### config.mk
export PLATFORM = sky130hd
export DESIGN_NAME = host_bus_master_flat
export DESIGN_NICKNAME = d
export VERILOG_FILES = /design/src/rtl/host_bus_master_pkg.sv /design/src/rtl/host_bus_master_if.sv /design/src/rtl/host_bus_master.sv /design/src/flat_wrapper.sv
export SDC_FILE = /design/constraint.sdc
export NUM_CORES = 1
export LEC_CHECK = 0
export ABC_AREA = 1
export CAP_MARGIN = 0
export CORE_MARGIN = 2
export CORE_UTILIZATION = 46
export DETAILED_ROUTE_END_ITERATION = 6
export GPL_TIMING_DRIVEN = 0
export PLACE_DENSITY = 0.95
export SYNTH_ARGS = -nofsm -noshare
export SYNTH_HDL_FRONTEND = slang
export SYNTH_SLANG_ARGS = --single-unit
### constraint.sdc
create_clock -name clk -period 4.15 [get_ports clk]
set_input_delay 0.6225 -clock clk [delete_from_list [all_inputs] [get_ports clk]]
set_output_delay 0.6225 -clock clk [all_outputs]
set_load 0.01 [all_outputs]
### src/rtl/host_bus_master_pkg.sv
// Shared constants, FSM state type and burst-length helper for the host bus master.
package host_bus_master_pkg;

    localparam int unsigned AddrW      = 14;
    localparam int unsigned DataW      = 32;
    localparam int unsigned LenW       = 9;
    localparam int unsigned IrqFlagLsb = 8;
    localparam int unsigned IrqFlagMsb = 11;
    localparam int unsigned IrqFlagW   = IrqFlagMsb - IrqFlagLsb + 1;

    localparam logic [AddrW-1:0] IrqFlagAddrDefault = 14'h0004;

    typedef enum logic [2:0] {
        StIdle,
        StWr,
        StRdAddr,
        StRdCap,
        StRsp,
        StIrqRd,
        StIrqCap,
        StIrqClr
    } state_e;

    // A zero length means one word; anything beyond max_len is clamped.
    function automatic logic [LenW-1:0] eff_len(input logic [LenW-1:0] len,
                                                input int unsigned     max_len);
        if (len == '0) return LenW'(1);
        if (32'(len) > max_len) return LenW'(max_len);
        return len;
    endfunction

endpackage

### src/rtl/host_bus_master_if.sv
// Command, response, host bus and interrupt signals of the host bus master.
interface host_bus_if;
    import host_bus_master_pkg::*;

    logic                cmd_valid;
    logic                cmd_ready;
    logic                cmd_write;
    logic [AddrW-1:0]    cmd_addr;
    logic [LenW-1:0]     cmd_len;
    logic [DataW-1:0]    cmd_wdata;
    logic                wdata_ready;
    logic                rsp_valid;
    logic                rsp_ready;
    logic [DataW-1:0]    rsp_data;
    logic                host_cs;
    logic                host_rd;
    logic                host_wr;
    logic [AddrW-1:0]    host_addr;
    logic [DataW-1:0]    host_d4wt;
    logic [DataW-1:0]    host_d4rd;
    logic                irq;
    logic                irq_auto_clr;
    logic [IrqFlagW-1:0] irq_flags;
    logic                irq_event;
    logic                busy;

    modport master (
        input  cmd_valid, cmd_write, cmd_addr, cmd_len, cmd_wdata, rsp_ready, host_d4rd,
               irq, irq_auto_clr,
        output cmd_ready, wdata_ready, rsp_valid, rsp_data, host_cs, host_rd, host_wr,
               host_addr, host_d4wt, irq_flags, irq_event, busy
    );

    modport slave (
        output cmd_valid, cmd_write, cmd_addr, cmd_len, cmd_wdata, rsp_ready, host_d4rd,
               irq, irq_auto_clr,
        input  cmd_ready, wdata_ready, rsp_valid, rsp_data, host_cs, host_rd, host_wr,
               host_addr, host_d4wt, irq_flags, irq_event, busy
    );

endinterface

### src/rtl/host_bus_master.sv
// Burst read/write master for the baseband host bus with automatic interrupt-flag service.
module host_bus_master
    import host_bus_master_pkg::*;
#(
    parameter logic [AddrW-1:0] IRQ_FLAG_ADDR = IrqFlagAddrDefault,
    parameter int unsigned      MAX_LEN       = 256
) (
    input logic        clk,
    input logic        rst_b,
    host_bus_if.master bus
);

    state_e              state_q, state_d;
    logic [AddrW-1:0]    addr_q, addr_d;
    logic [AddrW-1:0]    haddr_q, haddr_d;
    logic [LenW-1:0]     cnt_q, cnt_d;
    logic [DataW-1:0]    rsp_data_q, rsp_data_d;
    logic [IrqFlagW-1:0] irq_flags_q, irq_flags_d;
    logic                irq_pend;

    assign irq_pend = bus.irq_auto_clr & bus.irq;

    // addr_q is the burst pointer; haddr_q is what the bus shows and only moves on a strobe.
    always_comb begin
        state_d     = state_q;
        addr_d      = addr_q;
        haddr_d     = haddr_q;
        cnt_d       = cnt_q;
        rsp_data_d  = rsp_data_q;
        irq_flags_d = irq_flags_q;
        unique case (state_q)
            StIdle: begin
                if (irq_pend) begin
                    haddr_d = IRQ_FLAG_ADDR;
                    state_d = StIrqRd;
                end else if (bus.cmd_valid) begin
                    addr_d  = bus.cmd_addr;
                    haddr_d = bus.cmd_addr;
                    cnt_d   = eff_len(bus.cmd_len, MAX_LEN);
                    state_d = bus.cmd_write ? StWr : StRdAddr;
                end
            end
            StWr: begin
                addr_d = addr_q + AddrW'(1);
                cnt_d  = cnt_q - LenW'(1);
                if (cnt_q == LenW'(1)) begin
                    state_d = StIdle;
                end else begin
                    haddr_d = addr_q + AddrW'(1);
                end
            end
            StRdAddr: state_d = StRdCap;
            StRdCap: begin
                rsp_data_d = bus.host_d4rd;
                state_d    = StRsp;
            end
            StRsp: begin
                if (bus.rsp_ready) begin
                    addr_d = addr_q + AddrW'(1);
                    cnt_d  = cnt_q - LenW'(1);
                    if (cnt_q == LenW'(1)) begin
                        state_d = StIdle;
                    end else begin
                        haddr_d = addr_q + AddrW'(1);
                        state_d = StRdAddr;
                    end
                end
            end
            StIrqRd: state_d = StIrqCap;
            StIrqCap: begin
                irq_flags_d = bus.host_d4rd[IrqFlagMsb:IrqFlagLsb];
                state_d     = StIrqClr;
            end
            StIrqClr: state_d = StIdle;
            default:  state_d = StIdle;
        endcase
    end

    always_ff @(posedge clk or negedge rst_b) begin
        if (!rst_b) begin
            state_q     <= StIdle;
            addr_q      <= '0;
            haddr_q     <= '0;
            cnt_q       <= '0;
            rsp_data_q  <= '0;
            irq_flags_q <= '0;
        end else begin
            state_q     <= state_d;
            addr_q      <= addr_d;
            haddr_q     <= haddr_d;
            cnt_q       <= cnt_d;
            rsp_data_q  <= rsp_data_d;
            irq_flags_q <= irq_flags_d;
        end
    end

    // Strobes decode straight from the state register; write data passes through in WR.
    assign bus.cmd_ready   = rst_b & (state_q == StIdle) & ~irq_pend;
    assign bus.wdata_ready = (state_q == StWr);
    assign bus.host_cs     = (state_q == StWr) | (state_q == StRdAddr) |
                             (state_q == StIrqRd) | (state_q == StIrqClr);
    assign bus.host_rd     = (state_q == StRdAddr) | (state_q == StIrqRd);
    assign bus.host_wr     = (state_q == StWr) | (state_q == StIrqClr);
    assign bus.host_addr   = haddr_q;
    assign bus.host_d4wt   = (state_q == StWr)     ? bus.cmd_wdata :
                             (state_q == StIrqClr) ? (DataW'(irq_flags_q) << IrqFlagLsb) :
                                                     '0;
    assign bus.rsp_valid   = (state_q == StRsp);
    assign bus.rsp_data    = rsp_data_q;
    assign bus.irq_flags   = irq_flags_q;
    assign bus.irq_event   = (state_q == StIrqCap);
    assign bus.busy        = (state_q != StIdle);

endmodule

### src/flat_wrapper.sv
// flat-port wrapper written by rule: the top's interface ports become plain ports
module host_bus_master_flat import host_bus_master_pkg::*;
#(
    parameter logic [AddrW-1:0] IRQ_FLAG_ADDR = IrqFlagAddrDefault,
    parameter int unsigned      MAX_LEN       = 256
)
  (clk, rst_b, bus_cmd_valid, bus_cmd_write, bus_cmd_addr, bus_cmd_len, bus_cmd_wdata, bus_rsp_ready, bus_host_d4rd, bus_irq, bus_irq_auto_clr, bus_cmd_ready, bus_wdata_ready, bus_rsp_valid, bus_rsp_data, bus_host_cs, bus_host_rd, bus_host_wr, bus_host_addr, bus_host_d4wt, bus_irq_flags, bus_irq_event, bus_busy);
  host_bus_if bus_i ();
  input logic clk;
  input logic rst_b;
  input wire logic [$bits(bus_i.cmd_valid)-1:0] bus_cmd_valid;
  input wire logic [$bits(bus_i.cmd_write)-1:0] bus_cmd_write;
  input wire logic [$bits(bus_i.cmd_addr)-1:0] bus_cmd_addr;
  input wire logic [$bits(bus_i.cmd_len)-1:0] bus_cmd_len;
  input wire logic [$bits(bus_i.cmd_wdata)-1:0] bus_cmd_wdata;
  input wire logic [$bits(bus_i.rsp_ready)-1:0] bus_rsp_ready;
  input wire logic [$bits(bus_i.host_d4rd)-1:0] bus_host_d4rd;
  input wire logic [$bits(bus_i.irq)-1:0] bus_irq;
  input wire logic [$bits(bus_i.irq_auto_clr)-1:0] bus_irq_auto_clr;
  output wire logic [$bits(bus_i.cmd_ready)-1:0] bus_cmd_ready;
  output wire logic [$bits(bus_i.wdata_ready)-1:0] bus_wdata_ready;
  output wire logic [$bits(bus_i.rsp_valid)-1:0] bus_rsp_valid;
  output wire logic [$bits(bus_i.rsp_data)-1:0] bus_rsp_data;
  output wire logic [$bits(bus_i.host_cs)-1:0] bus_host_cs;
  output wire logic [$bits(bus_i.host_rd)-1:0] bus_host_rd;
  output wire logic [$bits(bus_i.host_wr)-1:0] bus_host_wr;
  output wire logic [$bits(bus_i.host_addr)-1:0] bus_host_addr;
  output wire logic [$bits(bus_i.host_d4wt)-1:0] bus_host_d4wt;
  output wire logic [$bits(bus_i.irq_flags)-1:0] bus_irq_flags;
  output wire logic [$bits(bus_i.irq_event)-1:0] bus_irq_event;
  output wire logic [$bits(bus_i.busy)-1:0] bus_busy;
  assign bus_i.cmd_valid = bus_cmd_valid;
  assign bus_i.cmd_write = bus_cmd_write;
  assign bus_i.cmd_addr = bus_cmd_addr;
  assign bus_i.cmd_len = bus_cmd_len;
  assign bus_i.cmd_wdata = bus_cmd_wdata;
  assign bus_i.rsp_ready = bus_rsp_ready;
  assign bus_i.host_d4rd = bus_host_d4rd;
  assign bus_i.irq = bus_irq;
  assign bus_i.irq_auto_clr = bus_irq_auto_clr;
  assign bus_cmd_ready = bus_i.cmd_ready;
  assign bus_wdata_ready = bus_i.wdata_ready;
  assign bus_rsp_valid = bus_i.rsp_valid;
  assign bus_rsp_data = bus_i.rsp_data;
  assign bus_host_cs = bus_i.host_cs;
  assign bus_host_rd = bus_i.host_rd;
  assign bus_host_wr = bus_i.host_wr;
  assign bus_host_addr = bus_i.host_addr;
  assign bus_host_d4wt = bus_i.host_d4wt;
  assign bus_irq_flags = bus_i.irq_flags;
  assign bus_irq_event = bus_i.irq_event;
  assign bus_busy = bus_i.busy;
  host_bus_master #(.IRQ_FLAG_ADDR(IRQ_FLAG_ADDR), .MAX_LEN(MAX_LEN)) u_core (.clk(clk), .rst_b(rst_b), .bus(bus_i));
endmodule
==> flow_metrics.env <==
export IMPL_reg2reg_slack_ps=2460
export IMPL_synthSimpleGateAreaFrac_pct=29.1
export IMPL_setup_ws_ps=1110
export IMPL_die_area_sq_um=10100
export IMPL_final_nets=852
export IMPL_cts_sinks=76
export IMPL_die_w_um=101
export IMPL_end_kind="output port"
export IMPL_drt_iter0_drc=326
export IMPL_clkSlewWorstSetupHoldPaths_ps=80
export IMPL_fp_dieH_um=101
export IMPL_fin_crit_sh_pct=73.3
export IMPL_wl_met2_um=6700
export IMPL_mostFrequentLayoutCells="clkdlybuf4s50_1, nand2_1, nor2_1"
export IMPL_clock_path_buffers=2
export IMPL_maxSlewViolCount=0
export IMPL_synthToLayoutAreaGrowth_pct=50.2
export IMPL_synth_net_count=657
export IMPL_synth_async_reset_ratio_pct=100
export IMPL_r2r_start="u_core.cnt_q[5]"
export IMPL_io_buffers=183
export IMPL_fin_area_sq_um=6450
export IMPL_worst_ep_arrival_time_ps=2420
export IMPL_holdBufCountCts=0
export IMPL_vias=4470
export IMPL_grt_pass1_vias=4732
export IMPL_synth_edf_count=0
export IMPL_synth_ff_type="dfrtp_1"
export IMPL_drtPass1Iterations=6
export IMPL_ys_seq_area_share_pct=44.3
export IMPL_combinationalPowerShare_pct=61.0
export IMPL_wl_met3_um=1230
export IMPL_ys_seq_elements=76
export IMPL_routedWlPerCell_um=15.5
export IMPL_startpoint="bus_irq_auto_clr"
export IMPL_core_area_sq_um=9150
export IMPL_synth_xor_area_share_pct=0.204
export IMPL_slew_headroom_pct=68.1
export IMPL_dpl_hpwl_um=10500
export IMPL_syn_avg_cell_area_sq_um=7.67
export IMPL_post_route_min_period_ps=3040
export IMPL_ant_nets=0
export IMPL_drc=0
export IMPL_swShare_pct=44.0
export IMPL_grt_use_total_pct=27.6
export IMPL_drive_gt1_share_pct=10.9
export IMPL_post_place_ws_ps=1090
export IMPL_crit_end="bus_cmd_ready"
export IMPL_cp_data_required_time_ps=3530
export IMPL_p_switching_w=0.00216
export IMPL_postCtsSetupBuffers=0
export IMPL_synth_cells=560
export IMPL_wl_met1_um=5230
export IMPL_r2r_end="u_core.bus.host_addr[9]"
export IMPL_num_io_pins=184
export IMPL_via_per_inst=5.13
export IMPL_cts_root_buf="clkbuf_8"
export IMPL_wirelength_um=13500
export IMPL_outcome="complete, no violations"
export IMPL_globalRouteOverflowTotal=0
export IMPL_setup_viol=0
export IMPL_grt_setup_unrepaired="false"
export IMPL_p_seq_share_pct=28.6
export IMPL_maxCapViolations=0
export IMPL_place_congestion=0.919
export IMPL_finalClockSkew_ps=11.6
export IMPL_grt_max_degree=43
export IMPL_synth_compound_area_share_pct=8.03
export IMPL_ys_warn_count=0
export IMPL_synth_distinct_cells=32
export IMPL_cts_tree="done"
export IMPL_grt_pass1_wl_um=22200
export IMPL_cp_start_kind="primary input"
export IMPL_synth_top_family_by_area="simple AND/OR/NAND/NOR gates"
export IMPL_hp_class="in -> async"
export IMPL_clk_latency_ps=360
export IMPL_cts_resized=0
export IMPL_cts_htree_levels=3
export IMPL_muxShareOfSynthArea_pct=7.34
export IMPL_dr_max_layer_used="met4"
export IMPL_rows=35
export IMPL_leakagePower_nw=3.09
export IMPL_peakVddDrop_mv=0.434
export IMPL_syn_cell_area_sq_um=4300
export IMPL_place_area_sq_um=6290
export IMPL_clkPwrFrac_pct=10.4
export IMPL_crit_fanout=10
export IMPL_final_hold_viol_count=0
export IMPL_final_common_cell="clkdlybuf4s50_1"
export IMPL_criticalPathCategory="in -> out"
export IMPL_tightest_slew_ps=479
export IMPL_fmax_ghz=0.329
export IMPL_antenna_found_initial=0
export IMPL_antenna_cells=0
export IMPL_p_per_area_nw_per_um2=761
export IMPL_yosys_area_share_adder_pct=0.873
export IMPL_rr_worst_depth=9
export IMPL_internal_power_w=0.00275
export IMPL_cts_made_buffers=9
export IMPL_initial_utilization_pct=47.0
## cell type report
cell class	count	area, sq um
Clock inverter	5	36.3
Sequential cell	76	1900
Timing Repair Buffer	184	1850
Multi-Input combinational cell	390	1960
Fill cell	663	2700
Buffer	18	149
Inverter	76	290
Tap cell	111	139
Clock buffer	11	131
## state kept, by name (all words and copies together), names as in the netlist
| name | cells |
|---|---|
| u_core.bus.host_addr | 14 |
| u_core.state_q | 3 |
| u_core.cnt_q | 9 |
| u_core.bus.rsp_data | 32 |
| u_core.addr_q | 14 |
| u_core.bus.irq_flags | 4 |
## worst min-delay path by stage
stage | slack [ps] | endpoint | cells past startpoint | start
2_1_floorplan | 330 | u_core.addr_q[0] | 0 | rst_b
3_3_place_gp | 470 | u_core.bus.host_addr[5] | 2 | u_core.bus.host_addr[5]
3_5_place_dp | 460 | u_core.bus.host_addr[4] | 2 | u_core.bus.host_addr[4]
4_1_cts | 230 | u_core.bus.rsp_data[20] | 1 | rst_b
5_1_grt | 240 | u_core.bus.rsp_data[18] | 1 | rst_b
6_report | 210 | u_core.bus.rsp_data[18] | 1 | rst_b
## critical path, cell delays in order
cell and delay (ps):
clkdlybuf4s50_1 400, nand2_1 290, inv_1 160, buf_2 220, nor2_1 150, clkdlybuf4s50_1 570
## stage by stage
stage / utilization [%] / instances / setup TNS (ps) / hold WS (ps) / total power (W)
final: 70.5 / 871 / 0 / 214 / 0.00491
after global routing: 70.5 / 871 / 0 / 244 / 0.00528
after CTS: 70.5 / 871 / 0 / 225 / 0.00491
after detailed placement: 68.7 / 855 / 0 / 464 / 0.00437
after global placement: 68.5 / 854 / -8790 / 465 / 0.00424
after floorplan: - / 560 / 0 / 327 / 0.00307
## power by group through the flow
stage               Sequential, W  Clock, W  Combinational (W)
floorplan                 0.00146         0            0.00160
detailed placement        0.00140         0            0.00297
finish                    0.00140  0.000509            0.00300
global placement          0.00137         0            0.00287
global route              0.00144  0.000547            0.00328
CTS                       0.00140  0.000514            0.00300
## per-layer routing
metal / GRT usage [%] / vias to the layer above
met5: 0 / -
li1: - / 2152
met2: 47.3 / 212
met3: 8.81 / 30
met4: 10.7 / 0
met1: 32.1 / 2076
## logic make-up after synthesis
kind of cell    after synthesis
fa+ha+maj                     3
xor+xnor                      1
flops                        76
buf+inv                      94
simple gates                293
compound gates               65
mux                          28
## cell usage after synthesis, types with 2 or more instances
cell type	instances	area share, %
buf_6	10	2.6
a21oi_1	19	2.2
o211ai_1	2	0.35
nand3_1	31	3.6
nand2_4	3	0.79
nor2_1	85	7.4
ha_1	3	0.87
a22oi_1	2	0.35
nor2_4	2	0.52
clkbuf_1	3	0.26
nand2_1	149	13
o21ai_0	29	3.4
or2_2	3	0.44
o21ai_1	9	1.0
dfrtp_1	76	44
nor3_1	5	0.58
inv_2	5	0.44
inv_1	69	6.0
inv_4	2	0.29
nand3_2	3	0.70
nand2_2	3	0.44
buf_2	5	0.58
nand4_1	6	0.87
mux2_2	28	7.3
Power figures use the tool's default switching activity.
